==> src/rtl/rv32i_pkg.sv <==
// Shared RV32I encodings used by the writeback stage: result-source selects,
// load funct3 codes, stage FSM states and the latched load context.
package rv32i_pkg;

  localparam int unsigned XLEN    = 32;
  localparam int unsigned REG_AW  = 5;
  localparam int unsigned F3_W    = 3;
  localparam int unsigned OFF_W   = 2;
  localparam int unsigned INSTR_W = 64;

  typedef enum logic [1:0] {
    WB_SEL_ALU  = 2'd0,
    WB_SEL_LOAD = 2'd1,
    WB_SEL_PC4  = 2'd2,
    WB_SEL_RSVD = 2'd3
  } wb_sel_e;

  localparam logic [F3_W-1:0] F3_LB  = 3'b000;
  localparam logic [F3_W-1:0] F3_LH  = 3'b001;
  localparam logic [F3_W-1:0] F3_LW  = 3'b010;
  localparam logic [F3_W-1:0] F3_LBU = 3'b100;
  localparam logic [F3_W-1:0] F3_LHU = 3'b101;

  typedef enum logic {
    IDLE      = 1'b0,
    WAIT_LOAD = 1'b1
  } wb_state_e;

  // Everything needed to finish a load whose data arrives late.
  typedef struct packed {
    logic [REG_AW-1:0] rd;
    logic              wr_en;
    logic [F3_W-1:0]   funct3;
    logic [OFF_W-1:0]  offset;
  } load_ctx_t;

endpackage

==> src/rtl/wb_load_align.sv <==
// Combinational load alignment: selects byte/halfword by address offset and
// sign- or zero-extends according to funct3.
module wb_load_align
  import rv32i_pkg::*;
(
  input  logic [F3_W-1:0]  funct3,
  input  logic [OFF_W-1:0] offset,
  input  logic [XLEN-1:0]  rdata,
  output logic [XLEN-1:0]  data_c
);

  logic [7:0]  byte_sel;
  logic [15:0] half_sel;

  always_comb begin
    byte_sel = rdata[7:0];
    unique case (offset)
      2'd0: byte_sel = rdata[7:0];
      2'd1: byte_sel = rdata[15:8];
      2'd2: byte_sel = rdata[23:16];
      2'd3: byte_sel = rdata[31:24];
      default: byte_sel = rdata[7:0];
    endcase
  end

  // Halfword accesses ignore offset[0].
  assign half_sel = offset[1] ? rdata[31:16] : rdata[15:0];

  always_comb begin
    data_c = rdata;
    case (funct3)
      F3_LB:   data_c = {{24{byte_sel[7]}}, byte_sel};
      F3_LBU:  data_c = {24'd0, byte_sel};
      F3_LH:   data_c = {{16{half_sel[15]}}, half_sel};
      F3_LHU:  data_c = {16'd0, half_sel};
      F3_LW:   data_c = rdata;
      default: data_c = rdata;
    endcase
  end

endmodule

==> src/rtl/wb_stage.sv <==
// RV32I writeback stage: selects the result source, waits for late load data,
// drives the registered register-file write port and counts retirements.
module wb_stage
  import rv32i_pkg::*;
(
  input  logic                clk,
  input  logic                rst,
  input  logic                mem_valid,
  output logic                mem_ready,
  input  logic [REG_AW-1:0]   mem_rd,
  input  logic                mem_rd_wr_en,
  input  logic [1:0]          mem_wb_sel,
  input  logic [F3_W-1:0]     mem_funct3,
  input  logic [XLEN-1:0]     mem_alu_result,
  input  logic [XLEN-1:0]     mem_pc_plus4,
  input  logic                dmem_rvalid,
  input  logic [XLEN-1:0]     dmem_rdata,
  input  logic                flush,
  output logic [REG_AW-1:0]   rd,
  output logic [XLEN-1:0]     rd_wr_data,
  output logic                rd_wr_en,
  output logic                retire,
  output logic [INSTR_W-1:0]  instret
);

  wb_state_e         state_q, state_d;
  load_ctx_t         ctx_q, ctx_d;
  wb_sel_e           sel;
  logic              done;
  logic [REG_AW-1:0] wr_rd;
  logic              wr_en_raw;
  logic [XLEN-1:0]   wr_data;
  logic [F3_W-1:0]   align_f3;
  logic [OFF_W-1:0]  align_off;
  logic [XLEN-1:0]   load_data;

  assign mem_ready = (state_q == IDLE);
  assign sel       = wb_sel_e'(mem_wb_sel);

  // Same-cycle loads align the live inputs; stalled loads use the latched context.
  assign align_f3  = (state_q == WAIT_LOAD) ? ctx_q.funct3 : mem_funct3;
  assign align_off = (state_q == WAIT_LOAD) ? ctx_q.offset : mem_alu_result[OFF_W-1:0];

  wb_load_align u_align (
    .funct3 (align_f3),
    .offset (align_off),
    .rdata  (dmem_rdata),
    .data_c (load_data)
  );

  always_comb begin
    state_d   = state_q;
    ctx_d     = ctx_q;
    done      = 1'b0;
    wr_rd     = '0;
    wr_en_raw = 1'b0;
    wr_data   = '0;
    unique case (state_q)
      IDLE: begin
        if (mem_valid && !flush) begin
          if (sel == WB_SEL_LOAD) begin
            if (dmem_rvalid) begin
              done      = 1'b1;
              wr_rd     = mem_rd;
              wr_en_raw = mem_rd_wr_en;
              wr_data   = load_data;
            end else begin
              ctx_d   = '{rd: mem_rd, wr_en: mem_rd_wr_en, funct3: mem_funct3,
                          offset: mem_alu_result[OFF_W-1:0]};
              state_d = WAIT_LOAD;
            end
          end else begin
            done      = 1'b1;
            wr_rd     = mem_rd;
            wr_en_raw = mem_rd_wr_en;
            wr_data   = (sel == WB_SEL_PC4) ? mem_pc_plus4 : mem_alu_result;
          end
        end
      end
      WAIT_LOAD: begin
        // Flush wins over data arriving in the same cycle.
        if (flush) begin
          state_d = IDLE;
          ctx_d   = '0;
        end else if (dmem_rvalid) begin
          done      = 1'b1;
          wr_rd     = ctx_q.rd;
          wr_en_raw = ctx_q.wr_en;
          wr_data   = load_data;
          state_d   = IDLE;
          ctx_d     = '0;
        end
      end
      default: state_d = IDLE;
    endcase
  end

  always_ff @(posedge clk or posedge rst) begin
    if (rst) begin
      state_q    <= IDLE;
      ctx_q      <= '0;
      rd         <= '0;
      rd_wr_data <= '0;
      rd_wr_en   <= 1'b0;
      retire     <= 1'b0;
      instret    <= '0;
    end else begin
      state_q    <= state_d;
      ctx_q      <= ctx_d;
      rd         <= wr_rd;
      rd_wr_data <= wr_data;
      rd_wr_en   <= wr_en_raw && (wr_rd != '0);
      retire     <= done;
      if (done) instret <= instret + INSTR_W'(1);
    end
  end

endmodule

==> config.mk <==
export PLATFORM = sky130hd
export DESIGN_NAME = wb_stage
export DESIGN_NICKNAME = d
export VERILOG_FILES = /design/src/rtl/rv32i_pkg.sv /design/src/rtl/wb_load_align.sv /design/src/rtl/wb_stage.sv
export SDC_FILE = /design/constraint.sdc
export NUM_CORES = 1
export LEC_CHECK = 0
export ABC_AREA = 1
export CAP_MARGIN = 30
export CORE_ASPECT_RATIO = 0.7
export CORE_MARGIN = 2
export CORE_UTILIZATION = 41
export CTS_BUF_LIST = sky130_fd_sc_hd__clkbuf_4 sky130_fd_sc_hd__clkbuf_8
export DETAILED_ROUTE_END_ITERATION = 8
export DONT_BUFFER_PORTS = 1
export GPL_TIMING_DRIVEN = 0
export PLACE_DENSITY = 0.55
export SLEW_MARGIN = 15
export SYNTH_ARGS = -nofsm -noshare
export SYNTH_HDL_FRONTEND = slang
export SYNTH_HIERARCHICAL = 1
export SYNTH_SLANG_ARGS = --single-unit
==> constraint.sdc <==
create_clock -name clk -period 3.94 [get_ports clk]
set_clock_uncertainty 0.1 [all_clocks]
set_input_delay 0.591 -clock clk [delete_from_list [all_inputs] [get_ports clk]]
set_output_delay 0.591 -clock clk [all_outputs]
set_load 0.05 [all_outputs]
# [After elaboration in Yosys (flattened, before gate mapping)]
# Cells that the tools add are included.
[word_totals] register_bits=115 out_inout_bits=104 wordCells=70
[op_classes] addsub=1 n_eq_ne=12 muxes=39 bitwise_logic=1 n_reduce_logical=7
[op_table] cell="2-to-1 mux 32 bit" count=5
[op_table] cell="one-hot mux 32 bit (4 select lines)" count=1
[op_table] cell="adder 64 x 1 -> 64 bit, second input constant" count=1
[op_table] cell="one-hot mux 32 bit (2 select lines)" count=1
[op_table] cell="2-to-1 mux 11 bit" count=5
[op_table] cell="one-hot mux 8 bit (4 select lines)" count=1
[op_table] cell="2-to-1 mux 5 bit" count=5
[op_table] cell="one-hot mux 11 bit (2 select lines)" count=1
[op_table] cell="2-to-1 mux 16 bit" count=1
[op_table] cell="2-to-1 mux 1 bit" count=13
[op_table] cell="one-hot mux 5 bit (2 select lines)" count=1
[op_table] cell="equality test 2 bit, second input constant" count=3
[op_table] cell="equality test 3 bit, second input constant" count=2
[op_table] cell="one-hot mux 1 bit (2 select lines)" count=3
[op_table] cell="nonzero test 5 bit" count=1
[op_table] cell="equality test 2 x 1 -> 1 bit, second input constant" count=2
[op_table] cell="!= test 2 x 1 -> 1 bit, second input constant" count=2
[op_table] cell="AND reduction 4 bit" count=1
[op_table] cell="equality test 3 x 1 -> 1 bit, second input constant" count=1
[op_table] cell="zero test 3 bit" count=1
[op_table] cell="2-to-1 mux 3 bit" count=1
[op_table] cell="!= test 3 bit, second input constant" count=1
[op_table] cell="logical AND 1 bit" count=2
[op_table] cell="zero test 2 bit" count=1
[op_table] cell="other kinds (4)" count=4

# [Depth between registers and ports, before layout]
[logic_depth] word_depth=8 ltp_mapped=16

# [Modules after synthesis]
# Netlist, hierarchy kept.
[by_module_without_submodules] module="wb_stage" instances=1 cells_per_inst=871 area_each_um2=6371.1 seq_area_each_um2=2877.8
[by_module_without_submodules] module="wb_load_align" instances=1 cells_per_inst=170 area_each_um2=923.4 seq_area_each_um2=0.0

# [Least setup slack after synthesis]
# No wires, ideal clock.
[synth_path] path_kind="register -> register" from="reg state_q" to="reg rd_wr_data[16]" arrival_time_ns=2.388 required_time_ns=3.716 path_slack_ns=1.328 stages_incl_launch_ff=16 path_cell_list="dfrtp_1 -> buf_6 -> inv_2 -> clkbuf_1 -> nand2_1 -> nand2_1 -> buf_6 -> inv_6 -> buf_12 -> nand2_4 -> nor2_4 -> nand3_4 -> buf_6 -> nand3_1 -> o211ai_1 -> nand2_1"
[synth_lines] element="start, declared" line_no="wb_stage.sv:26" rtl="wb_state_e state_q, state_d;"
[synth_lines] element="start signal, assigned" line_no="wb_stage.sv:108" rtl="state_q <= state_d;"
[synth_lines] element="NOT 1 bit"
[synth_lines] element="named net mem_ready" line_no="wb_stage.sv:9" rtl="output logic mem_ready,"
[synth_lines] element="one-hot mux 32 bit (2 select lines)" line_no="wb_stage.sv:58" rtl="unique case (state_q)"
[synth_lines] element="named net wr_data[16]" line_no="wb_stage.sv:32" rtl="logic [XLEN-1:0] wr_data;"
[synth_lines] element="end signal, assigned" line_no="wb_stage.sv:111" rtl="rd_wr_data <= wr_data;"
[synth_lines] element="end, declared" line_no="wb_stage.sv:20" rtl="output logic [XLEN-1:0] rd_wr_data,"
# The timed path passes the listed nets, and every way through them passes these cells.
# A chain may end at the register's enable or synchronous reset.

# [Worst setup path after layout]
[layout_path] from="reg state_q" to="reg rd_wr_data[24]"
# Same word-level chain as after synthesis.

==> summary.md <==
| Metric | Value |
|---|---|
| Register area share after synthesis | `approximately two fifths` |
| Status | `complete, no violations` |
| P per Cell Area | `379 mW/mm^2` |
| Leakage | `3.96 nW` |
| Worst Hold Class | `in -> reg` |
| CP dominant cell by count | `buf_6` |
| Final nets | `1176` |
| Fin crit period | `2.82 ns` |
| Die Ht | `116 um` |
| Die X | `163 um` |
| FF+latch count, synth | `115` |
| Unique cell type count in the Yosys netlist | `39` |
| Syn_nets | `1154` |
| Post-DR vias/cell | `5.22` |
| DP Wirelength | `~19000 um` |
| Fin util | `46.7%` |
| CP max stage delay | `0.37 ns` |
| RSZ-0062 raised after global routing | `no` |
| Final setup fails | `0` |
| Rel. slew slack | `around 50%` |
| Clk root buf | `clkbuf_8` |
| IO buf count | `0` |
| CTS buffer count | `17` |
| Crit Path Max Fanout | `10` |
| Largest net degree at the start of global routing | `79` |
| Clock latency on the worst-skew pair | `~0.45 ns` |
| Routed len/inst | `18.4 um` |
| Slew of the pin with the lowest slew margin | `0.747 ns` |
| First DRT Iteration DRCs | `650` |
| Cells along the critical path | `buf_6 > inv_2 > clkbuf_1 > buf_6 > nand2_1 > nand2_1 > buf_6 > inv_6 > nand2_4 > nor2_8 > nand3_4 > buf_6 > nand3_1 > o211ai_1 > nand2_1` |
| Max-cap violation count | `0` |
| CP top delay family | `buffers and inverters` |
| CTS sink count | `115` |
| Critical path data arrival time | `3.05 ns` |
| WP buf/inv | `7` |
| Worst-case clock buffer depth | `2` |
| CTS tree | `yes` |
| Die ar. | `between 0.015 and 0.02 sq mm` |
| Critical path's slowest cell | `dfrtp_1` |
| Detailed-route via count | `6824` |
| First-pass GRT wire length | `37100 um` |
| Number of global-route vias before repair | `roughly 6300` |
| Share of cells above drive strength 1 | `9.11%` |
| Max rail drop VDD | `0.269 mV` |
| Fmax | `354 MHz` |
| DRT Wirelength | `24000 um` |
| Remaining antenna violation count | `0` |
| Area Overhead vs Synth | `10.5%` |
| GRT Total Usage | `26.1%` |
| Setup CP Type | `reg -> reg` |
| Synthesis warning total | `6` |
| Period Utilization, post-route | `a little under three quarters` |
| Mapped cell area | `between 0.007 and 0.008 sq mm` |
| CTS H-tree depth | `4` |
| Critical Path Sink Type | `register` |
| Post-cts resize count | `0` |
| Initial core utilization | `42.2%` |
| Post-synthesis cell count | `1041` |
| Grt total ovfl | `0` |
| Row count | `40` |
| CTS Hold Buffers Added | `1` |
| CORE AREA | `0.0173 sq mm` |
| Gpl congestion | `0.950` |
| DR pass1 iterations | `7` |
| Post-CTS setup buffers | `0` |
| Initial antenna violation count | `0` |
| IO Pins | `216` |
| Clock transition at path regs | `around 0.07 ns` |
| Syn Area/Cell | `7.01 sq um` |
| Total power | `3.05 mW` |
| DR DRC count | `0` |
| CP required | `4.17 ns` |
| Fin. Hold Viols | `0` |
| Slew Viols, Final | `0` |
| Startpoint types | `register` |
-- stage by stage --
stage	cells	hold slack [ns]	TNS, ns	worst slack [ns]	area, sq um
final	1308	0.182	0	1.12	8060
after global routing	1307	0.166	0	0.910	8060
after CTS	1307	0.140	0	1.13	8060
after detailed placement	1274	0.372	0	1.16	7630
after global placement	1272	0.409	-146.89	-1.29	7580
after floorplan	1041	0.370	0	0.205	7290
-- layout make-up --
| type | instances | area [sq um] |
|---|---|---|
| Timing Repair Buffer | 3 | 48.8 |
| Multi-Input combinational cell | 794 | 3820 |
| Inverter | 98 | 378 |
| Clock buffer | 19 | 262 |
| Tap cell | 231 | 289 |
| Fill cell | 1833 | 9210 |
| Clock inverter | 13 | 156 |
| Antenna cell | 1 | 2.50 |
| Sequential cell | 115 | 2880 |
| Buffer | 34 | 221 |
-- placed cells by master, fill, tap and decap left out, types with 3 or more instances in the layout --
cell type	n
nand2_2	8
xnor2_1	13
inv_1	89
xor2_1	18
inv_6	4
inv_2	7
nor2_1	136
nand3_1	80
nor2_2	4
dfrtp_1	115
o21ai_0	36
buf_2	5
clkbuf_1	13
clkbuf_8	19
o211ai_1	22
nor3_1	7
nand3b_1	19
o21bai_1	3
a21oi_1	16
nor2_4	9
clkinv_2	5
o32ai_1	10
buf_1	5
nand3_2	10
bufinv_16	3
nand4_1	9
nand2_1	371
o22ai_1	8
buf_6	10
-- synth_stat cells (all sizes together) --
master	instances	area (sq um)
inv	98	373
ha	1	12.5
o22ai	8	50.1
o21bai	3	22.5
xor2	18	158
xnor2	13	114
dfrtp	115	2880
o21ai	39	199
nand2	381	1470
nor2	150	657
or2	2	15.0
a21oi	17	88.8
and3	1	6.26
clkbuf	13	48.8
nor3	7	35.0
nand4	9	56.3
and2	2	12.5
o32ai	10	87.6
nand3	92	536
nand3b	19	143
o211ai	22	165
buf	21	173
-- per-layer routing --
metal	GRT usage (%)	share of wire, %	vias to the layer above
met3	12.0	12	17
li1	-	-	3370
met1	40.9	51	3142
met5	0	0	-
met2	31.1	36	295
met4	6.19	0.80	0
-- logic make-up after synthesis --
group,count (synthesis),share of synthesized area [%]
flops,115,39.5
compound gates,99,8.40
xor+xnor,31,3.72
fa+ha+maj,1,0.171
buf+inv,132,8.15
simple gates,663,40.1
-- where the power goes --
group	leakage [nW]	total (mW)	switching, mW	internal (mW)
clock network	0.212	1.19	0.534	0.658
logic	2.22	0.383	0.251	0.132
registers	1.53	1.48	0.224	1.25
-- registers in the layout, indices dropped and copies added, names as in the netlist --
register    flops
instret        64
rd_wr_data     32
state_q         1
rd_wr_en        1
retire          1
ctx_q          11
rd              5
-- final timing paths --
path                            cells past startpoint            startpoint                       end  slack, ns
worst max-delay path                               15     state_q$_DFF_PP0_  rd_wr_data[24]$_DFF_PP0_       1.12
worst min-delay path                                2             mem_rd[4]     ctx_q[10]$_DFFE_PP0P_       0.18
worst max register to register                     15     state_q$_DFF_PP0_  rd_wr_data[24]$_DFF_PP0_       1.12
worst min register to register                      2  ctx_q[2]$_DFFE_PP0P_      ctx_q[2]$_DFFE_PP0P_       0.43
max in group asynchronous                           3                   rst          retire$_DFF_PP0_       2.51
min in group asynchronous                           2                   rst   instret[59]$_DFFE_PP0P_       0.52
Power figures use the tool's default switching activity.
